`config.mk`:
```
export PLATFORM = sky130hd
export DESIGN_NAME = uart_receiver_controller
export DESIGN_NICKNAME = d
export VERILOG_FILES = /design/src/rtl/uart_pkg.sv /design/src/rtl/uart_rx_sampler.sv /design/src/rtl/uart_receiver_controller.sv
export SDC_FILE = /design/constraint.sdc
export NUM_CORES = 1
export LEC_CHECK = 0
export BUFFER_PORTS_ARGS = -buffer_cell sky130_fd_sc_hd__buf_4
export CORE_MARGIN = 2
export CORE_UTILIZATION = 40
export DETAILED_ROUTE_END_ITERATION = 8
export GPL_TIMING_DRIVEN = 1
export PLACE_DENSITY = 0.64
export SYNTH_ARGS = -nofsm -noshare
export SYNTH_HDL_FRONTEND = slang
export SYNTH_SLANG_ARGS = --single-unit
```
`constraint.sdc`:
```
create_clock -name clk -period 2.77 [get_ports clk]
set_input_delay 0.554 -clock clk [delete_from_list [all_inputs] [get_ports clk]]
set_output_delay 0.554 -clock clk [all_outputs]
set_load 0.05 [all_outputs]
```
`src/rtl/uart_pkg.sv`:
```
// uart_pkg: shared types and helpers for the UART receive path.
package uart_pkg;

    typedef enum logic [2:0] {
        IDLE,
        START,
        DATA,
        STOP,
        WRITE,
        BREAK
    } rx_state_t;

    // Number of clk cycles per serial bit.
    function automatic logic [31:0] baud_cycles(input logic [31:0] freq, input logic [31:0] baud);
        return freq / baud;
    endfunction

endpackage

```
`src/rtl/uart_rx_sampler.sv`:
```
// uart_rx_sampler: brings the asynchronous rx line into the clk domain and
// produces the value used at each sample point.
// Build option: UART_RX_MAJORITY_VOTE_EN selects a 3-sample majority vote;
// without it the synchronised line is used directly. Latency is the same.
module uart_rx_sampler (
    input  logic clk,
    input  logic rst,
    input  logic din,
    output logic rx_s,
    output logic sample
);

    logic sync_1;
    logic sync_2;

    // Two-flop synchroniser; idles high so reset looks like an idle line.
    always_ff @(posedge clk) begin
        if (rst) begin
            sync_1 <= 1'b1;
            sync_2 <= 1'b1;
        end else begin
            sync_1 <= din;
            sync_2 <= sync_1;
        end
    end

    assign rx_s = sync_2;

`ifdef UART_RX_MAJORITY_VOTE_EN
    logic [1:0] history;

    // Remember the two previous synchronised values for the vote.
    always_ff @(posedge clk) begin
        if (rst) begin
            history <= 2'b11;
        end else begin
            history <= {history[0], sync_2};
        end
    end

    // Majority of the current and two previous synchronised values.
    always_comb begin
        sample = (sync_2 & history[0]) | (sync_2 & history[1]) | (history[0] & history[1]);
    end
`else
    // Without voting the sample is simply the synchronised line.
    always_comb begin
        sample = sync_2;
    end
`endif

endmodule

```
`src/rtl/uart_receiver_controller.sv`:
```
// uart_receiver_controller: recovers start/data/stop frames from the rx line,
// writes good words to the RX FIFO and flags framing errors and overruns.
// Build option: UART_RX_MAJORITY_VOTE_EN (majority-vote sampling, see uart_rx_sampler).
module uart_receiver_controller
    import uart_pkg::*;
#(
    parameter logic [31:0] CLOCK_FREQUENCY = 32'd100_000_000,
    parameter logic [31:0] BAUD_RATE       = 32'd115200,
    parameter logic [31:0] WORD_WIDTH      = 32'd8
) (
    input  logic                  clk,
    input  logic                  rst,
    input  logic                  din,
    input  logic                  full,
    output logic                  we,
    output logic [WORD_WIDTH-1:0] dout,
    output logic                  frame_error,
    output logic                  overrun
);

    localparam logic [31:0] ONE_CYCLE = baud_cycles(CLOCK_FREQUENCY, BAUD_RATE);
    localparam logic [31:0] HALF      = ONE_CYCLE >> 1;
    localparam int          BIT_W     = (WORD_WIDTH > 32'd1) ? $clog2(WORD_WIDTH) : 1;
    localparam logic [BIT_W-1:0] LAST_BIT = BIT_W'(WORD_WIDTH - 32'd1);

    rx_state_t             state;
    rx_state_t             next_state;
    logic [31:0]           clocks;
    logic [BIT_W-1:0]      bit_count;
    logic [WORD_WIDTH-1:0] shift;
    logic                  rx_s;
    logic                  sample;
    logic                  half_hit;
    logic                  bit_hit;

    uart_rx_sampler sampler (
        .clk    (clk),
        .rst    (rst),
        .din    (din),
        .rx_s   (rx_s),
        .sample (sample)
    );

    assign half_hit = (clocks == HALF - 32'd1);
    assign bit_hit  = (clocks == ONE_CYCLE - 32'd1);

    // State register.
    always_ff @(posedge clk) begin
        if (rst) begin
            state <= IDLE;
        end else begin
            state <= next_state;
        end
    end

    // Next-state decisions, taken only at the sample points.
    always_comb begin
        next_state = state;
        case (state)
            IDLE:  if (!rx_s) next_state = START;
            START: if (half_hit) next_state = sample ? IDLE : DATA;
            DATA:  if (bit_hit && (bit_count == LAST_BIT)) next_state = STOP;
            STOP: begin
                if (bit_hit) begin
                    if (!sample)   next_state = BREAK;
                    else if (full) next_state = IDLE;
                    else           next_state = WRITE;
                end
            end
            WRITE: next_state = IDLE;
            BREAK: if (rx_s) next_state = IDLE;
            default: next_state = IDLE;
        endcase
    end

    // The FIFO strobe lasts exactly the single WRITE cycle.
    always_comb begin
        we = 1'b0;
        if (state == WRITE) we = 1'b1;
    end

    // Bit timing, data shifting, output word and the one-cycle error pulses.
    always_ff @(posedge clk) begin
        if (rst) begin
            clocks      <= 32'd0;
            bit_count   <= '0;
            shift       <= '0;
            dout        <= '0;
            frame_error <= 1'b0;
            overrun     <= 1'b0;
        end else begin
            frame_error <= 1'b0;
            overrun     <= 1'b0;
            case (state)
                START: begin
                    clocks <= half_hit ? 32'd0 : clocks + 32'd1;
                end
                DATA: begin
                    if (bit_hit) begin
                        clocks    <= 32'd0;
                        shift     <= {sample, shift[WORD_WIDTH-1:1]};
                        bit_count <= (bit_count == LAST_BIT) ? '0 : bit_count + 1'b1;
                    end else begin
                        clocks <= clocks + 32'd1;
                    end
                end
                STOP: begin
                    if (bit_hit) begin
                        clocks <= 32'd0;
                        if (!sample)   frame_error <= 1'b1;
                        else if (full) overrun     <= 1'b1;
                        else           dout        <= shift;
                    end else begin
                        clocks <= clocks + 32'd1;
                    end
                end
                default: begin
                    clocks    <= 32'd0;
                    bit_count <= '0;
                end
            endcase
        end
    end

endmodule

```
==> impl_metrics.json, run 1 <==
{
  "pre_cts_slack_ns": 0.4551,
  "synthFlopType": "dfxtp_1",
  "drive_above_1_share_pct": 13.71,
  "io_buffers": 14,
  "post_drt_wl_per_cell_um": 13.86,
  "power_frac_comb_pct": 1.3,
  "cts_tree": "yes",
  "drc_errors": 0,
  "ctsHtreeMaxLevel": 3,
  "routed_wl_mm": 5.558,
  "clkTransAtPathRegs_ns": 0.07,
  "drtIter0Drc": 176,
  "die_area_sq_mm": 0.007473,
  "synth_edf_count": 0,
  "holdPathEnd": "sampler.rx_s",
  "crit_path_start_kind": "flip-flop",
  "syn_inst": 301,
  "setup_viol": 0,
  "clock-root-buffer": "clkbuf_8",
  "run_status": "finished clean",
  "p_switching_w": 0.0003851,
  "cp-end-kind": "flip-flop",
  "synthDistinctLibCells": 47,
  "ant_nets": 0,
  "hp-start": "sampler.sync_1",
  "clock-sinks": 58,
  "diodes": 0,
  "syn2layout_area_growth_pct": 13.48,
  "fin_skew_ns": 0.01238,
  "pin_count": 15,
  "p_leak_nw": 1.005,
  "seq_area_frac_synth_pct": 42.71,
  "multiInputGateArea_sq_mm": 0.001471,
  "pwr-share-seq_pct": 49.9,
  "initial_utilization_pct": 40.69,
  "dp_hpwl_mm": 3.755,
  "syn_area_per_cell_sq_um": 9.033,
  "grt_pass1_vias": 2099,
  "power_w": 0.001678,
  "finalHoldViolCount": 0,
  "r2r_end": "clocks[22]",
  "clkPwrFrac_pct": 48.8,
  "hold_ws_ns": 0.4089,
  "die_w_um": 86.45,
  "maxSlewViolCount": 0,
  "grt.overflow.total": 0,
  "grt_pass1_wl_mm": 10.01,
  "p_per_area_mw_per_mm2": 543.8,
  "post-cts-setup-buffers": 0,
  "vias": 2201,
  "place_congestion": 0.8466,
  "clk_path_buf_depth": 2,
  "layout_common_cells": "dfxtp_1 (58), nor2_1 (45), nand2_1 (20)",
  "ctsResizeCount": 0,
  "setup_tns_ns": 0,
  "switching_share_pct": 22.95,
  "hold_depth": 1,
  "r2r_setup_slack_ns": 0.44,
  "cap_violations": 0,
  "final-seq-area_sq_mm": 0.001161,
  "worstPathArrival_ns": 2.54,
  "vdd_ir_drop_max_mv": 0.2960,
  "die_h_um": 86.45,
  "num-fill-cells": 654,
  "final.setup.worst_slack_ns": 0.4432,
  "design.core.area_sq_mm": 0.006681,
  "mappedNetlistArea_sq_mm": 0.002719,
  "hold_buffers": 0,
  "slew_headroom_pct": 54.39,
  "reg2reg_depth": 7,
  "period_share_pct": 84.00,
  "tightestPinTransition_ns": 0.6778,
  "rsz0062_at_grt": "no",
  "p_int_w": 0.001293,
  "syn-num-nets": 310,
  "fin_nets": 325,
  "vias_per_cell": 5.489,
  "final_util_pct": 46.18,
  "r2r-start": "clocks[0]",
  "max_freq_mhz": 429.8,
  "antenna_found_initial": 0,
  "firstDrtPassIters": 4,
  "hold_path.class": "flip-flop to flip-flop",
  "cp_max_fo": 32,
  "async_flop_share_pct": 0,
  "required_ns": 2.98,
  "layout_commonest_cell": "dfxtp_1",
  "grt_max_degree": 33,
  "grtUsageTotal_pct": 16.58,
  "period_minus_slack_ns": 2.327,
  "cts_buffers": 9,
  "fp-row-count": 30,
  "critPathKind": "flip-flop to flip-flop",
  "ys_warn_count": 0,
  "ys_ff_latch": 58,
  "clkLatencyLatePin_ns": 0.34
}
-- critical path, cell delays in order (launching register included) --
cell,delay (ns)
dfxtp_1,0.44
ha_1,0.29
nand3_1,0.11
or2_2,0.37
a2111oi_2,0.40
or4_1,0.17
buf_4,0.31
nor2_1,0.10
-- worst max path at each step --
stage                     startpoint    endpoint
after floorplan            clocks[0]  clocks[28]
after global placement    clocks[21]   clocks[4]
after detailed placement   clocks[0]  clocks[21]
after CTS                  clocks[0]  clocks[22]
after global routing       clocks[0]   clocks[8]
final                      clocks[0]  clocks[22]
-- kinds of logic (layout without fill, tap and decap cells) --
family                   Yosys count  in the layout  share of synthesized area [%]
AND/OR/NAND/NOR                  153            153                          30.79
multiplexers                      15             15                          5.522
flip-flops                        58             58                          42.71
AO/OA/AOI/OAI                     27             27                          7.133
adder cells (fa/ha/maj)            5              5                          2.301
buffers and inverters             17             37                          3.175
XOR/XNOR                          26             26                          8.376
-- layout make-up --
class / instances / area share [%]
Sequential cell: 58 / 37.63
Clock inverter: 6 / 2.352
Timing Repair Buffer: 17 / 4.136
Multi-Input combinational cell: 226 / 47.69
Tap cell: 80 / 3.244
Inverter: 4 / 0.4866
Clock buffer: 10 / 4.461
-- per-stage QoR --
step,instances,area (sq um)
global route,401,3085
floorplan,301,2719
detailed placement,385,2875
finish,401,3085
CTS,401,3085
global placement,385,2875
-- synthesized netlist by cell type (3+ instances only) --
library cell / count / area share, %
or2_2: 4 / 0.92
ha_1: 5 / 2.3
xor2_1: 17 / 5.5
nor2_1: 45 / 6.2
a21oi_1: 6 / 1.1
nand4_1: 15 / 3.5
nor4_1: 14 / 3.2
nor3_1: 4 / 0.74
nand2_1: 20 / 2.8
o21ai_0: 5 / 0.92
and3_1: 3 / 0.69
or3_1: 4 / 0.92
o311ai_0: 3 / 0.97
buf_4: 3 / 0.83
clkbuf_1: 6 / 0.83
mux2i_1: 15 / 5.5
inv_1: 3 / 0.41
dfxtp_1: 58 / 43
xnor2_1: 9 / 2.9
nand3_1: 19 / 3.5
nand2b_1: 3 / 0.69
buf_2: 3 / 0.55
and4_1: 6 / 1.9
-- flip-flops by register name (all words and copies together), names as in the netlist --
signal and flops:
bit_count 3, dout 8, overrun 1, state 3, shift 8, sampler.rx_s 1
frame_error 1, sampler.sync_1 1, clocks 32
-- metal layers --
layer / vias to the layer above / wire (um) / global-route usage (%)
met4: 0 / 94 / 6.108
met5: - / 0 / 0
met3: 7 / 242 / 4.000
met1: 1003 / 2794 / 24.08
li1: 1129 / - / -
met2: 62 / 2428 / 23.78
-- power groups by stage --
stage | Combinational, W | Clock, W | Sequential [W]
finish | 0.0000215 | 0.000818 | 0.000838
floorplan | 0.0000157 | 0 | 0.000856
global route | 0.0000239 | 0.000876 | 0.000838
detailed placement | 0.0000211 | 0 | 0.000857
global placement | 0.0000211 | 0 | 0.000857
CTS | 0.0000212 | 0.000841 | 0.000838
No activity file was read; power rests on OpenSTA's default activity.
==> inputs of run 2 (changes only) <==
--- a/config.mk
+++ b/config.mk
@@ -5,6 +5,7 @@
 export SDC_FILE = /design/constraint.sdc
 export NUM_CORES = 1
 export LEC_CHECK = 0
+export ABC_AREA = 1
 export BUFFER_PORTS_ARGS = -buffer_cell sky130_fd_sc_hd__buf_4
 export CORE_MARGIN = 2
 export CORE_UTILIZATION = 40
==> constraint.sdc (replaced) <==
create_clock -name clk -period 2.15 [get_ports clk]
set_input_delay 0.43 -clock clk [delete_from_list [all_inputs] [get_ports clk]]
set_output_delay 0.43 -clock clk [all_outputs]
set_load 0.05 [all_outputs]
==> run 2 against run 1 <==
Cell area increased by 13%; synthesized cell count increased by 48%; wire length increased by 24%; critical path depth increased by 3; combinational power increased to 26 times the previous value; setup slack got worse by 0.16 ns; via count increased by 24%; register-to-register slack got worse by 0.16 ns.
==> impl_metrics.json, run 2 <==
{
  "syn2layout_area_growth_pct": 12.32,
  "syn-num-nets": 453,
  "regMostFlops": "clocks",
  "grtUsageTotal_pct": 17.63,
  "layout_commonest_cell": "nor2_1",
  "seq_area_frac_synth_pct": 37.48,
  "syn_inst": 444,
  "crit_path_start_kind": "flip-flop",
  "synthDistinctLibCells": 34,
  "initial_utilization_pct": 40.72,
  "vias": 2736,
  "critPathSlowestCell": "dfxtp_1",
  "cts_buffers": 9,
  "cap_violations": 0,
  "finalHoldViolCount": 0,
  "crit_top_cell": "nand2_4",
  "firstDrtPassIters": 5,
  "grt_pass1_vias": 2621,
  "crit_buf_inv": 1,
  "slew_headroom_pct": 72.15,
  "cts_tree": "yes",
  "run_status": "finished clean",
  "clk_path_buf_depth": 2,
  "yosysMostFrequentCell": "nor2_1",
  "p_per_area_mw_per_mm2": 749.5,
  "ys_ff_latch": 58,
  "grt_pass1_wl_mm": 11.91,
  "syn_area_per_cell_sq_um": 6.977,
  "grt.overflow.total": 0,
  "synth_common_cells": "nor2_1 (96), nand2_1 (94), dfxtp_1 (58), inv_1 (54), xor2_1 (18)",
  "ctsHtreeMaxLevel": 3,
  "mappedNetlistArea_sq_mm": 0.003098,
  "synth-xor-area-share_pct": 5.654,
  "ys_warn_count": 0,
  "critPathKind": "flip-flop to flip-flop",
  "synth_top_area_share_pct": 37.48,
  "yosysTopAreaCell": "dfxtp_1",
  "pre_cts_slack_ns": 0.1774,
  "synth_compound_area_share_pct": 6.381,
  "die_area_sq_mm": 0.008465,
  "setup_viol": 0,
  "path_cells": "ha_1 -> inv_1 -> nor3_2 -> nand2_1 -> nor2_4 -> nand2_4 -> nand2_4 -> nand2_2 -> nand2_8 -> nor3_1",
  "hold_ws_ns": 0.2659,
  "power_w": 0.002608,
  "rsz0062_at_grt": "no",
  "grt_max_degree": 32,
  "period_minus_slack_ns": 1.870,
  "place_congestion": 0.8711,
  "synth_adder_area_share_pct": 2.019,
  "required_ns": 2.38,
  "cpPeakStageDelay_ns": 0.38,
  "dp_hpwl_mm": 5.119,
  "final.setup.worst_slack_ns": 0.2798,
  "cp-end-kind": "flip-flop",
  "synthMuxAreaShare_pct": 0,
  "die_h_um": 92.01,
  "dp_cells": 557,
  "async_flop_share_pct": 0,
  "synth_edf_count": 0,
  "routed_wl_mm": 6.911,
  "vdd_ir_drop_max_mv": 0.6657,
  "pin_count": 15,
  "vias_per_cell": 4.783,
  "antenna_found_initial": 0,
  "layout_common_cells": "nor2_1 (96), nand2_1 (94), dfxtp_1 (58)",
  "setup_tns_ns": 0,
  "reg.largest.list": "clocks (32), dout (8), shift (8)",
  "synthFlopType": "dfxtp_1",
  "drc_errors": 0,
  "clock-sinks": 58,
  "clkTransAtPathRegs_ns": 0.07,
  "fin_nets": 475,
  "yosys.area_share.simple_pct": 39.50,
  "ant_nets": 0,
  "fin_skew_ns": 0.008871,
  "tightestPinTransition_ns": 0.4167,
  "post_drt_wl_per_cell_um": 12.08,
  "design.core.area_sq_mm": 0.007607,
  "max_freq_mhz": 534.7,
  "die_w_um": 92.01,
  "clkLatencyLatePin_ns": 0.35,
  "largest_reg_flops": 32,
  "synth_top_family_by_area": "simple AND/OR/NAND/NOR gates",
  "synthTopCellsByArea": "dfxtp_1 (37%), nor2_1 (12%), nand2_1 (11%)",
  "p_leak_nw": 1.360,
  "path_delay_family": "simple AND/OR/NAND/NOR gates",
  "hold_buffers": 0,
  "drive_above_1_share_pct": 14.68,
  "diodes": 0,
  "num-fill-cells": 798,
  "worstPathArrival_ns": 2.10,
  "final_cells": 572,
  "io_buffers": 14,
  "fp-row-count": 32,
  "clock-root-buffer": "clkbuf_8",
  "drtIter0Drc": 117,
  "hold_path.class": "input pin to flip-flop",
  "maxSlewViolCount": 0,
  "period_share_pct": 86.99,
  "cp_max_fo": 31
}
-- run 2: final timing paths --
path | start | endpoint | slack [ns] | cells past startpoint
worst min-delay path | din | sampler.sync_1 | 0.27 | 2
worst min register to register | sampler.sync_1 | sampler.rx_s | 0.41 | 1
worst max register to register | clocks[1] | clocks[29] | 0.28 | 10
worst max-delay path | clocks[1] | clocks[29] | 0.28 | 10
-- run 2: what timing repair did --
item,in CTS,in global routing
resized for setup,0,1
buffers inserted,0,0
endpoints found under the setup margin,0,1
-- run 2: where the power goes --
| group | switching (W) | internal [W] | total, W |
|---|---|---|---|
| sequential | 0.0000391 | 0.00111 | 0.00115 |
| clock | 0.000421 | 0.000468 | 0.000889 |
| combinational | 0.000413 | 0.000156 | 0.000569 |
| total | 0.000873 | 0.00174 | 0.00261 |
-- run 2: area by class of cell --
type	instances	area [sq um]	area share, %
clock inverters	3	15.01	0.4315
repair buffers	18	135.1	3.884
well taps	102	127.6	3.668
multi-input cells	321	1668	47.93
clock buffers	12	155.1	4.459
inverters	58	217.7	6.257
flip-flops and latches	58	1161	33.37
-- run 2: per-layer routing --
metal	GRT usage, %	vias up	wire, um
li1	-	1439	-
met5	0	-	0
met3	4.601	16	260
met4	5.846	0	148
met1	22.48	1231	3256
met2	29.04	50	3245
-- run 2: per-stage QoR --
step / cell area [sq um] / util (%)
5_1_grt: 3480 / 45.74
6_report: 3480 / 45.74
4_1_cts: 3471 / 45.63
3_3_place_gp: 3301 / 43.39
2_1_floorplan: 3098 / -
3_5_place_dp: 3301 / 43.39
-- run 2: kinds of logic (layout without fill, tap and decap cells) --
family,Yosys count,count (layout)
AO/OA/AOI/OAI,32,32
flip-flops,58,58
buffers and inverters,65,91
AND/OR/NAND/NOR,264,264
adder cells (fa/ha/maj),5,5
XOR/XNOR,20,20
-- run 2: worst reg2reg max path: stages (launching register included) --
cell and delay [ns]:
dfxtp_1 0.38, ha_1 0.23, inv_1 0.06, nor3_2 0.13, nand2_1 0.12, nor2_4 0.19
nand2_4 0.12, nand2_4 0.11, nand2_2 0.10, nand2_8 0.22, nor3_1 0.09
==> inputs of run 3 (changes only) <==
--- a/config.mk
+++ b/config.mk
@@ -9,6 +9,7 @@
 export BUFFER_PORTS_ARGS = -buffer_cell sky130_fd_sc_hd__buf_4
 export CORE_MARGIN = 2
 export CORE_UTILIZATION = 40
+export CTS_BUF_LIST = sky130_fd_sc_hd__clkbuf_4
 export DETAILED_ROUTE_END_ITERATION = 8
 export GPL_TIMING_DRIVEN = 1
 export PLACE_DENSITY = 0.64
==> run 3 against run 2 <==
Maximum frequency is 0.27% lower; sequential cell count stayed put; total power is 10% lower; cell area is 2.1% lower; critical path type unchanged; largest cell class unchanged; largest power group unchanged.
==> impl_metrics.json, run 3 (synthesized netlist as in run 2, its figures left out) <==
{
  "vdd_ir_drop_max_mv": 0.6774,
  "regMostFlops": "clocks",
  "r2r_end": "clocks[0]",
  "clk_path_buf_depth": 2,
  "cap_violations": 0,
  "reg2reg_depth": 10,
  "required_ns": 2.43,
  "initial_utilization_pct": 40.72,
  "diodes": 0,
  "vias_per_cell": 4.766,
  "post-cts-setup-buffers": 0,
  "drive_above_1_share_pct": 14.47,
  "layout_common_cells": "nor2_1 (96), nand2_1 (94), dfxtp_1 (58)",
  "syn2layout_area_growth_pct": 9.976,
  "critPathKind": "flip-flop to flip-flop",
  "dp_cells": 557,
  "die_w_um": 92.01,
  "final_cells": 572,
  "crit_path_start_kind": "flip-flop",
  "num-fill-cells": 814,
  "finalHoldViolCount": 0,
  "tightestPinTransition_ns": 0.4121,
  "die_area_sq_mm": 0.008465,
  "maxSlewViolCount": 0,
  "vias": 2726,
  "antenna_found_initial": 0,
  "fp-row-count": 32,
  "pin_count": 15,
  "clkLatencyLatePin_ns": 0.41,
  "grt_max_degree": 32,
  "post_drt_wl_per_cell_um": 11.98,
  "crit_path_start": "clocks[1]",
  "die_h_um": 92.01,
  "layout_commonest_cell": "nor2_1",
  "place_congestion": 0.8711,
  "run_status": "finished clean",
  "final-seq-area_sq_mm": 0.001161,
  "pre_cts_slack_ns": 0.1774,
  "setup_tns_ns": 0,
  "r2r-start": "clocks[1]",
  "rsz0062_at_grt": "no",
  "endpoint": "clocks[0]",
  "hold_path.class": "input pin to flip-flop",
  "largest_reg_flops": 32,
  "p_leak_nw": 1.329,
  "multiInputGateArea_sq_mm": 0.001668,
  "r2r_setup_slack_ns": 0.27,
  "setup_viol": 0,
  "ant_nets": 0,
  "final.setup.worst_slack_ns": 0.2748,
  "slew_headroom_pct": 72.32,
  "p_per_area_mw_per_mm2": 687.6,
  "drc_errors": 0,
  "period_minus_slack_ns": 1.875,
  "io_buffers": 14,
  "firstDrtPassIters": 4,
  "grt.overflow.total": 0,
  "max_freq_mhz": 533.3,
  "worstPathArrival_ns": 2.16,
  "clkTransAtPathRegs_ns": 0.10,
  "cts_buffers": 9,
  "ctsHtreeMaxLevel": 3,
  "dp_hpwl_mm": 5.119,
  "drtIter0Drc": 147,
  "clock-sinks": 58,
  "grtUsageTotal_pct": 17.55,
  "reg.largest.list": "clocks (32), dout (8), shift (8)",
  "clock-root-buffer": "clkbuf_4",
  "fin_nets": 475,
  "design.core.area_sq_mm": 0.007607,
  "grt_pass1_wl_mm": 11.83,
  "cp-end-kind": "flip-flop",
  "cp_max_fo": 31,
  "fin_skew_ns": 0.01695,
  "routed_wl_mm": 6.851,
  "grt_pass1_vias": 2625,
  "cts_tree": "yes",
  "period_share_pct": 87.22,
  "hold_buffers": 0
}
run 3: cell count changes in the layout (fill, tap and decap cells not counted):
cell / change
clkbuf_1: -1
clkbuf_4: +10
clkbuf_8: -11
clkinv_1: +2
run 3: stage by stage:
stage          hold slack, ns  util [%]  power, W  area, sq um
3_5_place_dp           0.3985     43.39  0.001716         3301
2_1_floorplan          0.3895         -  0.001636         3098
3_3_place_gp           0.3977     43.39  0.001702         3301
5_1_grt                0.1790     44.79  0.002490         3407
4_1_cts                0.1773     44.67  0.002341         3398
6_report               0.1975     44.79  0.002343         3407
run 3: layer usage:
| metal | track usage (%) | part of all wire, % | vias up |
|---|---|---|---|
| met5 | 0 | 0 | - |
| met1 | 22.32 | 48 | 1234 |
| met4 | 6.343 | 1.4 | 0 |
| li1 | - | - | 1440 |
| met2 | 28.49 | 47 | 42 |
| met3 | 4.848 | 3.3 | 10 |
run 3: area by class of cell:
class,instances,share of cell area (%)
multi-input cells,321,48.95
repair buffers,18,3.966
clock inverters,5,0.6610
clock buffers,10,2.203
flip-flops and latches,58,34.08
inverters,58,6.390
well taps,102,3.746
run 3: worst max-delay path, cell delays in order (launching register included):
cell,delay (ns)
dfxtp_1,0.39
ha_1,0.23
inv_1,0.06
nor3_2,0.13
nand2_1,0.12
nor2_4,0.19
nand2_4,0.12
nand2_4,0.12
nand2_2,0.11
nand2_8,0.22
nor2_1,0.08
run 3: timing repair:
| item | 4_1_cts | 5_1_grt |
|---|---|---|
| resized for setup | 0 | 1 |
| endpoints found under the setup margin | 0 | 1 |
| endpoints found under the hold margin | 0 | 0 |
run 3: how the worst min path moves through the flow:
stage | cells after the start | start | end
finish | 2 | din | sampler.sync_1
global route | 2 | din | sampler.sync_1
CTS | 2 | din | sampler.sync_1
detailed placement | 1 | sampler.sync_1 | sampler.rx_s
global placement | 1 | sampler.sync_1 | sampler.rx_s
floorplan | 1 | sampler.sync_1 | sampler.rx_s
run 3: power by group:
| part | internal, W | leakage (nW) | switching [W] |
|---|---|---|---|
| Clock | 0.000231 | 0.0609 | 0.000395 |
| Sequential | 0.00111 | 0.468 | 0.0000397 |
| Combinational | 0.000156 | 0.800 | 0.000411 |
| Total | 0.00150 | 1.33 | 0.000846 |
